==> src/rtl/axis_fifo_pkt.sv <==
// AXI-Stream FIFO with tkeep/tuser sideband, fill level, almost-full/empty flags
// and optional store-and-forward packet mode with an oversize-packet fallback.
// Storage is an array with a registered read port. The read address is the
// next-state read pointer, and a same-address write is bypassed. As a result the
// output register always holds the entry at the head of the FIFO.
module axis_fifo_pkt #(
  parameter int DATA_WIDTH  = 8,
  parameter int USER_WIDTH  = 1,
  parameter int ADDR_WIDTH  = 4,
  parameter int PACKET_MODE = 0,
  parameter int AF_LEVEL    = 12,
  parameter int AE_LEVEL    = 2
) (
  input  logic                    aclk,
  input  logic                    aresetn,
  input  logic [DATA_WIDTH-1:0]   s_axis_tdata,
  input  logic [DATA_WIDTH/8-1:0] s_axis_tkeep,
  input  logic [USER_WIDTH-1:0]   s_axis_tuser,
  input  logic                    s_axis_tlast,
  input  logic                    s_axis_tvalid,
  output logic                    s_axis_tready,
  output logic [DATA_WIDTH-1:0]   m_axis_tdata,
  output logic [DATA_WIDTH/8-1:0] m_axis_tkeep,
  output logic [USER_WIDTH-1:0]   m_axis_tuser,
  output logic                    m_axis_tlast,
  output logic                    m_axis_tvalid,
  input  logic                    m_axis_tready,
  output logic [ADDR_WIDTH:0]     fill_level,
  output logic                    almost_full,
  output logic                    almost_empty,
  output logic                    oversize
);

  localparam int KEEP_WIDTH = DATA_WIDTH / 8;
  localparam int PW         = DATA_WIDTH + KEEP_WIDTH + USER_WIDTH + 1;
  localparam int DEPTH      = 1 << ADDR_WIDTH;

  localparam logic [ADDR_WIDTH:0] DEPTH_L = (ADDR_WIDTH+1)'(DEPTH);
  localparam logic [ADDR_WIDTH:0] AF_L    = (ADDR_WIDTH+1)'(AF_LEVEL);
  localparam logic [ADDR_WIDTH:0] AE_L    = (ADDR_WIDTH+1)'(AE_LEVEL);
  localparam logic [ADDR_WIDTH:0] ONE     = (ADDR_WIDTH+1)'(1);
  localparam logic [ADDR_WIDTH:0] ZERO    = '0;

  // Payload storage; the contents are deliberately left untouched by reset.
  logic [PW-1:0] mem [DEPTH];
  logic [PW-1:0] rd_data_q;
  logic [PW-1:0] in_payload;

  logic [ADDR_WIDTH:0] wr_ptr_q, wr_ptr_d;
  logic [ADDR_WIDTH:0] rd_ptr_q, rd_ptr_d;
  logic [ADDR_WIDTH:0] fill_q, fill_d;
  logic [ADDR_WIDTH:0] pkt_count_q, pkt_count_d;
  logic                ready_en_q;
  logic                fallback_q, fallback_d;
  logic                oversize_q, oversize_d;
  logic                almost_full_q, almost_empty_q;

  logic [ADDR_WIDTH-1:0] wr_addr;
  logic [ADDR_WIDTH-1:0] rd_addr_d;
  logic                  full;
  logic                  empty;
  logic                  pkt_gate;
  logic                  push;
  logic                  pop;

  assign in_payload = {s_axis_tdata, s_axis_tkeep, s_axis_tuser, s_axis_tlast};
  assign {m_axis_tdata, m_axis_tkeep, m_axis_tuser, m_axis_tlast} = rd_data_q;

  assign wr_addr   = wr_ptr_q[ADDR_WIDTH-1:0];
  assign rd_addr_d = rd_ptr_d[ADDR_WIDTH-1:0];
  assign empty     = (wr_ptr_q == rd_ptr_q);
  assign full      = (wr_ptr_q[ADDR_WIDTH] != rd_ptr_q[ADDR_WIDTH]) &&
                     (wr_ptr_q[ADDR_WIDTH-1:0] == rd_ptr_q[ADDR_WIDTH-1:0]);

  // In cut-through mode every stored beat is eligible for output. In packet
  // mode a beat is released only when a whole packet is stored, or while a
  // packet too large for the FIFO is being streamed through.
  assign pkt_gate = (PACKET_MODE == 0) || (pkt_count_q != ZERO) || fallback_q;

  // The ready signal is held low during reset and in the first cycle after
  // release. It never looks at m_axis_tready.
  assign s_axis_tready = aresetn && ready_en_q && !full;
  assign m_axis_tvalid = !empty && pkt_gate;

  assign push = s_axis_tvalid && s_axis_tready;
  assign pop  = m_axis_tvalid && m_axis_tready;

  assign fill_level   = fill_q;
  assign almost_full  = almost_full_q;
  assign almost_empty = almost_empty_q;
  assign oversize     = oversize_q;

  // Next-state logic for the pointers, the counters and the fallback state.
  always_comb begin
    wr_ptr_d    = wr_ptr_q + (ADDR_WIDTH+1)'(push);
    rd_ptr_d    = rd_ptr_q + (ADDR_WIDTH+1)'(pop);
    fill_d      = fill_q;
    pkt_count_d = pkt_count_q;
    fallback_d  = fallback_q;
    oversize_d  = 1'b0;

    case ({push, pop})
      2'b10:   fill_d = fill_q + ONE;
      2'b01:   fill_d = fill_q - ONE;
      default: fill_d = fill_q;
    endcase

    case ({push && s_axis_tlast, pop && m_axis_tlast})
      2'b10:   pkt_count_d = pkt_count_q + ONE;
      2'b01:   pkt_count_d = pkt_count_q - ONE;
      default: pkt_count_d = pkt_count_q;
    endcase

    // Enter fallback when the FIFO is full but holds no complete packet, because
    // this packet can never fit. Leave fallback when its last beat is popped.
    if (PACKET_MODE != 0) begin
      if (!fallback_q && (fill_q == DEPTH_L) && (pkt_count_q == ZERO)) begin
        fallback_d = 1'b1;
        oversize_d = 1'b1;
      end else if (fallback_q && pop && m_axis_tlast) begin
        fallback_d = 1'b0;
      end
    end
  end

  // State registers and the flags derived from the next fill level.
  always_ff @(posedge aclk) begin
    if (!aresetn) begin
      wr_ptr_q       <= '0;
      rd_ptr_q       <= '0;
      fill_q         <= '0;
      pkt_count_q    <= '0;
      ready_en_q     <= 1'b0;
      fallback_q     <= 1'b0;
      oversize_q     <= 1'b0;
      almost_full_q  <= 1'b0;
      almost_empty_q <= 1'b1;
    end else begin
      wr_ptr_q       <= wr_ptr_d;
      rd_ptr_q       <= rd_ptr_d;
      fill_q         <= fill_d;
      pkt_count_q    <= pkt_count_d;
      ready_en_q     <= 1'b1;
      fallback_q     <= fallback_d;
      oversize_q     <= oversize_d;
      almost_full_q  <= (fill_d >= AF_L);
      almost_empty_q <= (fill_d <= AE_L);
    end
  end

  // Memory write port.
  always_ff @(posedge aclk) begin
    if (push) begin
      mem[wr_addr] <= in_payload;
    end
  end

  // Registered read of the next head entry. A same-cycle write to that address
  // is forwarded, so a beat pushed into an empty FIFO appears one cycle later.
  always_ff @(posedge aclk) begin
    if (push && (wr_addr == rd_addr_d)) begin
      rd_data_q <= in_payload;
    end else begin
      rd_data_q <= mem[rd_addr_d];
    end
  end

endmodule

==> config.mk <==
export PLATFORM = sky130hd
export DESIGN_NAME = axis_fifo_pkt
export DESIGN_NICKNAME = d
export VERILOG_FILES = /design/src/rtl/axis_fifo_pkt.sv
export SDC_FILE = /design/constraint.sdc
export NUM_CORES = 1
export LEC_CHECK = 0
export CORE_AREA = 4 4 126 128
export DETAILED_ROUTE_END_ITERATION = 7
export DIE_AREA = 0 0 130 132
export HOLD_SLACK_MARGIN = 0.03
export PLACE_DENSITY = 0.72
export SYNTH_ARGS = -nofsm -noshare
export SYNTH_HDL_FRONTEND = slang
export SYNTH_SLANG_ARGS = --single-unit
==> constraint.sdc <==
create_clock -name aclk -period 5 [get_ports aclk]
set_clock_uncertainty 0.05 [all_clocks]
set_input_delay 0.75 -clock aclk [delete_from_list [all_inputs] [get_ports aclk]]
set_output_delay 0.75 -clock aclk [all_outputs]
set_load 0.01 [all_outputs]
==> After elaboration in Yosys (flattened, before gate mapping) <==
Memories as Yosys holds them, arrays and structs flattened. A register that Yosys moved wholly into a read port is not among the register bits.
Cells that the tools add are included.
{ "totals": {"register_bits": 18, "mem_bits_rw": 176, "input_bits": 15, "output_inout_bits": 21, "word_cells": 29, "memories": 1} }
{ "classes": {"addsub": 4, "magnitude_cmp": 2, "n_eq_ne": 5, "n_mux": 4, "reduce_logical": 7} }
{ "memory_table": {"columns": ["name", "words", "width", "read_ports", "rd_ports_with_merged_regs", "write_ports", "line_no", "rtl"], "rows": [
  ["mem", 16, 11, 1, 1, 1, "45", "logic [PW-1:0] mem [DEPTH];"]
]} }
{ "op_table": {"columns": ["cell", "count"], "rows": [
  ["$add 5x1->5", 2],
  ["$pmux 5 s2", 1],
  ["$add 5x1->5 const B", 1],
  ["$eq 5x5->1", 1],
  ["$ge 5x4->1 const B", 1],
  ["$le 5x2->1 const B", 1],
  ["$logic_and 1x1->1", 5],
  ["$sub 5x1->5 const B", 1],
  ["$eq 4x4->1", 1],
  ["$mux 1", 3],
  ["$eq 2x1->1 const B", 1],
  ["$eq 2x2->1 const B", 1],
  ["$logic_not 1->1", 2],
  ["$ne 1x1->1", 1]
]} }

==> Longest topological paths before layout <==
Gate-level depths: netlist of run 1.
{ "logic_depth": {"ltp_word": 8, "ltp_mapped": 12, "mapped_depth_nobuf": 11} }

==> Least setup slack after synthesis of run 1 <==
Ideal clock, no wire load.
{ "synth_path": {"kind": "input port to flip-flop", "startpoint": "input aresetn", "endpoint": "memory mem[8][0] (netlist bit), enable pin", "setup_time_ps": 412, "arrival_ps": 2472, "required_ps": 4538, "setup_slack_ps": 2066, "stages": 3, "path_buffers": 0, "path_cell_list": "nand3_1 > or3_1 > nor4b_1"} }
{ "synth_via": {"elab_chain_len": 5} }
{ "synth_rtl": {"columns": ["element", "line_no", "rtl"], "rows": [
  ["start: declaration", "15", "input logic aresetn,"],
  ["$logic_and 1x1->1 (2 in a row)", "82", "assign s_axis_tready = aresetn && ready_en_q && !full;"],
  ["$logic_and 1x1->1", "85", "assign push = s_axis_tvalid && s_axis_tready;"],
  ["$mux 1", "153", "if (push) begin"],
  ["$mux 1 (not written as such)", "154", "mem[wr_addr] <= in_payload;"],
  ["end: declaration", "45", null]
]} }
Every way passes these cells.

==> results.json, run 1 <==
{
  "dieHeight_um": 132,
  "ir_drop_uv": 270,
  "synth_area_per_cell_um2": 20.9,
  "path_class": "flop to output port",
  "min_period_ns": 3.94,
  "num_vias": 3839,
  "grt_usage_pct": 18.3,
  "drtIter0Drc": 349,
  "finalWorstSetupSlack_ns": 1.06,
  "cts_root_buf": "clkbuf_16",
  "antennaDiodeCount": 0,
  "start_kind": "flop",
  "syn_nets": 406,
  "io-pin-count": 36,
  "syn_inst": 382,
  "cts_tree": "done",
  "yosysWarnings": 0,
  "final_max_slew_viol_count": 0,
  "worstMarginPinSlew_ns": 1.11,
  "first_pass_iters": 5,
  "fp.dieW_um": 130,
  "cts_buffer_depth": 2,
  "drive_above_1_share_pct": 20.6,
  "final_nets": 457,
  "drv_cap": 0,
  "maxSlewHeadroom_pct": 26.1,
  "status": "finished, final reports clean",
  "r2r_start": "wr_ptr_q[2]",
  "cellPowerDensity_mw_per_mm2": 383,
  "cp_slowest_stage_delay_ns": 0.81,
  "initial_utilization_pct": 53.6,
  "ys_seq_area_share_pct": 71.8,
  "pre_cts_ws_ns": 1.04,
  "row_count": 45,
  "synth_cell_types": 41,
  "clk_pin_slew_ns": 0.06,
  "crit_arrival_ns": 3.14,
  "cpMaxStageDelayCell": "dfxtp_2",
  "worstPathRequired_ns": 4.20,
  "cts_resized": 0,
  "hp-start": "rd_ptr_q[0]",
  "fin_cells": 634,
  "cts_buffers": 17,
  "grt_max_degree": 45,
  "antenna_found_initial": 0,
  "drt-vias-per-instance": 6.06,
  "timing.fmax_mhz": 254,
  "hpwl_um": 8830,
  "detail_route.wl_per_cell_um": 23.5,
  "synth_area_mm2": 0.00797,
  "hold_viol": 0,
  "gp_congestion": 0.829,
  "drc": 0,
  "setup_viol": 0,
  "cp_max_fo": 23,
  "htree_levels": 4,
  "detail-route-antenna-nets": 0,
  "clock_latency_ns": 0.42,
  "hold_buffers": 0,
  "grt_pass1_vias": 3854,
  "postCtsSetupRepairBufs": 0,
  "cts_sinks": 198,
  "grt_pass1_wl_um": 22900,
  "dieArea_mm2": 0.0172,
  "end_kind": "output port",
  "crit_chain": "buf_12 > mux4_1 > mux4_2 > clkdlybuf4s50_1",
  "syn_to_final_growth_pct": 16.6,
  "final_util_pct": 62.5,
  "p_leak_nw": 3.01,
  "rsz0062_at_grt": "no",
  "hold_class": "flop to flop",
  "dp.cells": 602,
  "core_mm2": 0.0149,
  "port_buffers": 34,
  "overflow": 0,
  "fin_tns_setup_ns": 0,
  "min_period_over_period_pct": 78.9,
  "wl_um": 14900,
  "synth_seq_cells": 198,
  "hold_slack_ns": 0.478
}
==> power by group <==
part | internal (mW) | switching [mW]
sequential | 1.81 | 0.0364
combinational | 0.185 | 0.119
clock | 0.834 | 0.568
total | 2.83 | 0.723
==> cell usage in the layout, fill, tap and decap left out, drive strengths merged, types with 3 or more instances in the layout <==
cell and count:
xnor2 11, nor2 8, nand3 6, nor4b 8, clkdlybuf4s50 34, buf 19
nor4 6, and2 14, mux4 55, o21ai 3, inv 7, ha 8
clkinv 3, clkbuf 19, clkinvlp 6, bufinv 4, nand2 6, edfxtp 176
nor3 4, dfxtp 22
==> worst paths after layout <==
kind / depth (start not counted) / end / slack, ns
worst min register to register: 1 / flop / 0.48
worst min-delay path: 1 / flop / 0.48
worst max-delay path: 4 / m_axis_tdata[7] / 1.06
worst max register to register: 10 / almost_full / 1.48
==> registers in the layout, summed over array words and instances (netlist names), named ones only <==
register      flops
ready_en_q        1
mem             176
rd_ptr_q          5
almost_full       1
fill_level        5
wr_ptr_q          5
almost_empty      1
==> worst max-delay path: cells and delay by family, from the launching register on <==
| family | cells | cell delay, ns |
|---|---|---|
| buf+inv | 2 | 0.79 |
| flops | 1 | 0.81 |
| mux | 2 | 1.10 |
==> metal layers <==
layer / global-route usage [%] / wire length [µm] / vias to the layer above
li1: - / - / 1700
met1: 26.1 / 6340 / 2005
met2: 28.3 / 7610 / 118
met3: 4.86 / 805 / 16
met4: 4.97 / 133 / 0
met5: 0 / 0 / -
==> layout make-up <==
class                   instances  area [µm²]
flip-flops and latches        198        5730
fillers                      1050        5570
clock buffers                  19         433
well taps                     188         235
repair buffers                 53         495
multi-input cells             156        2190
clock inverters                13         181
inverters                       7        26.3
==> per-stage QoR <==
step	power [mW]	area, µm²
after floorplan	2.09	7970
after global placement	2.18	8680
after detailed placement	2.19	8680
after CTS	3.58	9290
after global routing	3.68	9290
final	3.55	9290
==> cells by family after synthesis <==
group	synth area share, %
fa+ha+maj	1.51
mux	17.4
other cells	0.0471
buf+inv	1.87
xor+xnor	1.43
flops	71.8
compound gates	1.51
simple gates	4.38
==> synthesized netlist by cell type (all sizes together) <==
cell type	n	area [µm²]
edfxtp	176	5290
mux4	55	1370
dfxtp	22	440
and2	14	87.6
buf	12	88.8
xnor2	11	96.3
clkbuf	9	33.8
ha	8	100
nor2	8	30.0
nor4b	8	70.1
inv	7	26.3
nand2	6	22.5
nand3	6	30.0
nor4	6	37.5
nor3	4	20.0
o21ai	3	15.0
a21oi	2	10.0
mux2	2	22.5
o211ai	2	15.0
o221a	2	22.5
or2	2	12.5
xor2	2	17.5
a2111oi	1	8.76
a211o	1	8.76
a21o	1	7.51
a22o	1	8.76
and3	1	6.26
conb	1	3.75
fa	1	20.0
nand2b	1	6.26
nand3b	1	7.51
nand4	1	6.26
nor2b	1	6.26
o22ai	1	6.26
o311ai	1	8.76
o31a	1	8.76
or3	1	6.26
Power figures use the tool's default switching activity.
==> run 2, diff against run 1 <==
==> constraint.sdc (replaced) <==
create_clock -name aclk -period 4 [get_ports aclk]
set_clock_uncertainty 0.05 [all_clocks]
set_input_delay 0.6 -clock aclk [delete_from_list [all_inputs] [get_ports aclk]]
set_output_delay 0.6 -clock aclk [all_outputs]
set_load 0.01 [all_outputs]
==> run 2 against run 1 <==
Compared with the run above:
- power up 24%
- via count grew 0.63%
- critical endpoint is now m_axis_tdata[6]
- critical path type unchanged
- non-clock buffer count is 8 higher
- routed wire length is 2.4% higher
- largest cell class unchanged
- combinational power rose by 37%
- setup slack worse by 0.44 ns
==> results.json, run 2 (synthesis gave the netlist of run 1 again) <==
{
  "layout.area.seq_mm2": 0.00573,
  "port_buffers": 34,
  "maxSlewHeadroom_pct": 47.1,
  "end_kind": "output port",
  "crit_arrival_ns": 2.74,
  "drv_cap": 0,
  "final_common_cell": "edfxtp_1",
  "wl_um": 15200,
  "antenna_found_initial": 0,
  "status": "finished, final reports clean",
  "rsz0062_at_grt": "no",
  "crit_chain": "buf_12 > mux4_1 > mux4_2 > clkdlybuf4s50_1",
  "cp_max_fo": 44,
  "grt_max_degree": 45,
  "path_class": "flop to output port",
  "min_period_over_period_pct": 84.6,
  "stdcell_area_mm2": 0.00935,
  "worstMarginPinSlew_ns": 0.788,
  "cp_num_buf_inv": 2,
  "grt_pass1_vias": 3987,
  "dieHeight_um": 132,
  "drive_above_1_share_pct": 22.5,
  "syn_to_final_growth_pct": 17.3,
  "cts_tree": "done",
  "regMostFlops": "mem",
  "detail-route-antenna-nets": 0,
  "fin_cells": 642,
  "cellPowerDensity_mw_per_mm2": 473,
  "postCtsSetupRepairBufs": 0,
  "power_mw": 4.42,
  "start_kind": "flop",
  "grt_usage_pct": 19.2,
  "worstPathRequired_ns": 3.35,
  "final_nets": 465,
  "antennaDiodeCount": 0,
  "hold_viol": 0,
  "hold_class": "flop to flop",
  "cp_slowest_stage_delay_ns": 0.66,
  "clk_pin_slew_ns": 0.07,
  "hold_buffers": 0,
  "fin_tns_setup_ns": 0,
  "setup_viol": 0,
  "cts_buffer_depth": 2,
  "initial_utilization_pct": 53.6,
  "gp_congestion": 0.831,
  "p_leak_nw": 3.05,
  "worstRegToRegCells": 10,
  "row_count": 45,
  "cts_root_buf": "clkbuf_16",
  "layout_common_cells": "edfxtp_1 (176), mux4_1 (34), clkdlybuf4s50_1 (34)",
  "cts_sinks": 198,
  "overflow": 0,
  "clock_latency_ns": 0.43,
  "grt_pass1_wl_um": 23600,
  "critical-path-top-delay-family": "multiplexers",
  "num_vias": 3863,
  "fp.dieW_um": 130,
  "hpwl_um": 9370,
  "dieArea_mm2": 0.0172,
  "detail_route.wl_per_cell_um": 23.8,
  "multi_input_area_mm2": 0.00219,
  "drt-vias-per-instance": 6.02,
  "first_pass_iters": 5,
  "timing.fmax_mhz": 295,
  "ir_drop_uv": 337,
  "largest_register_ffs": 176,
  "core_mm2": 0.0149,
  "cpMaxStageDelayCell": "mux4_1",
  "min_period_ns": 3.39,
  "dp.cells": 610,
  "drc": 0,
  "nFillCells": 1039,
  "final_max_slew_viol_count": 0,
  "dpl-instance-area_mm2": 0.00875,
  "hold_path_depth": 1,
  "io-pin-count": 36,
  "cts_resized": 0,
  "drtIter0Drc": 289,
  "cts_buffers": 17,
  "htree_levels": 4,
  "cp.depth": 4
}
## run 2: cell types whose count changed in the layout (fill, tap and decap cells not counted)
cell / previous run / this run
clkinvlp_4: 6 / 5
buf_4: 18 / 25
inv_6: 0 / 3
buf_12: 1 / 2
bufinv_16: 4 / 3
clkbuf_1: 2 / 0
clkinv_4: 1 / 2
## run 2: where the power goes
group	leakage, nW	internal [mW]	switching, mW
Combinational	1.01	0.233	0.183
Sequential	1.76	2.26	0.0140
Clock	0.278	0.986	0.740
## run 2: per-stage QoR
stage | setup slack, ns | utilization (%) | hold WS [ns]
2_1_floorplan | 1.22 | - | 0.440
3_3_place_gp | 0.769 | 58.9 | 0.481
3_5_place_dp | 0.615 | 58.9 | 0.488
4_1_cts | 0.572 | 62.9 | 0.496
5_1_grt | 0.294 | 62.9 | 0.525
6_report | 0.614 | 62.9 | 0.497
## run 2: area by class of cell
| class | count | share of cell area [%] |
|---|---|---|
| Inverter | 7 | 0.281 |
| Clock inverter | 15 | 1.91 |
| Clock buffer | 17 | 4.55 |
| Timing Repair Buffer | 61 | 6.07 |
| Sequential cell | 198 | 61.2 |
| Tap cell | 188 | 2.52 |
| Multi-Input combinational cell | 156 | 23.4 |
## run 2: worst paths after layout
path                     from         endpoint  slack (ns)
setup reg to reg  wr_ptr_q[2]      almost_full        0.61
setup / recovery         flop  m_axis_tdata[6]        0.61
hold reg to reg   rd_ptr_q[3]             flop        0.50
hold / removal    rd_ptr_q[3]             flop        0.50
## run 2: metal layers
layer | share of wire (%) | global-route usage, % | up-vias
met4 | 1.7 | 6.35 | 0
met1 | 41 | 26.2 | 2026
li1 | - | - | 1718
met5 | 0 | 0 | -
met3 | 4.9 | 4.17 | 18
met2 | 52 | 30.9 | 101
## run 2: worst register-to-register path, stage by stage, from the launching register on
cell	delay (ns)
dfxtp_1	0.77
xnor2_1	0.21
nand4_1	0.17
or2_2	0.31
and2_1	0.18
ha_1	0.25
ha_1	0.29
a21o_1	0.21
a2111oi_0	0.53
o311ai_0	0.22
o211ai_1	0.13
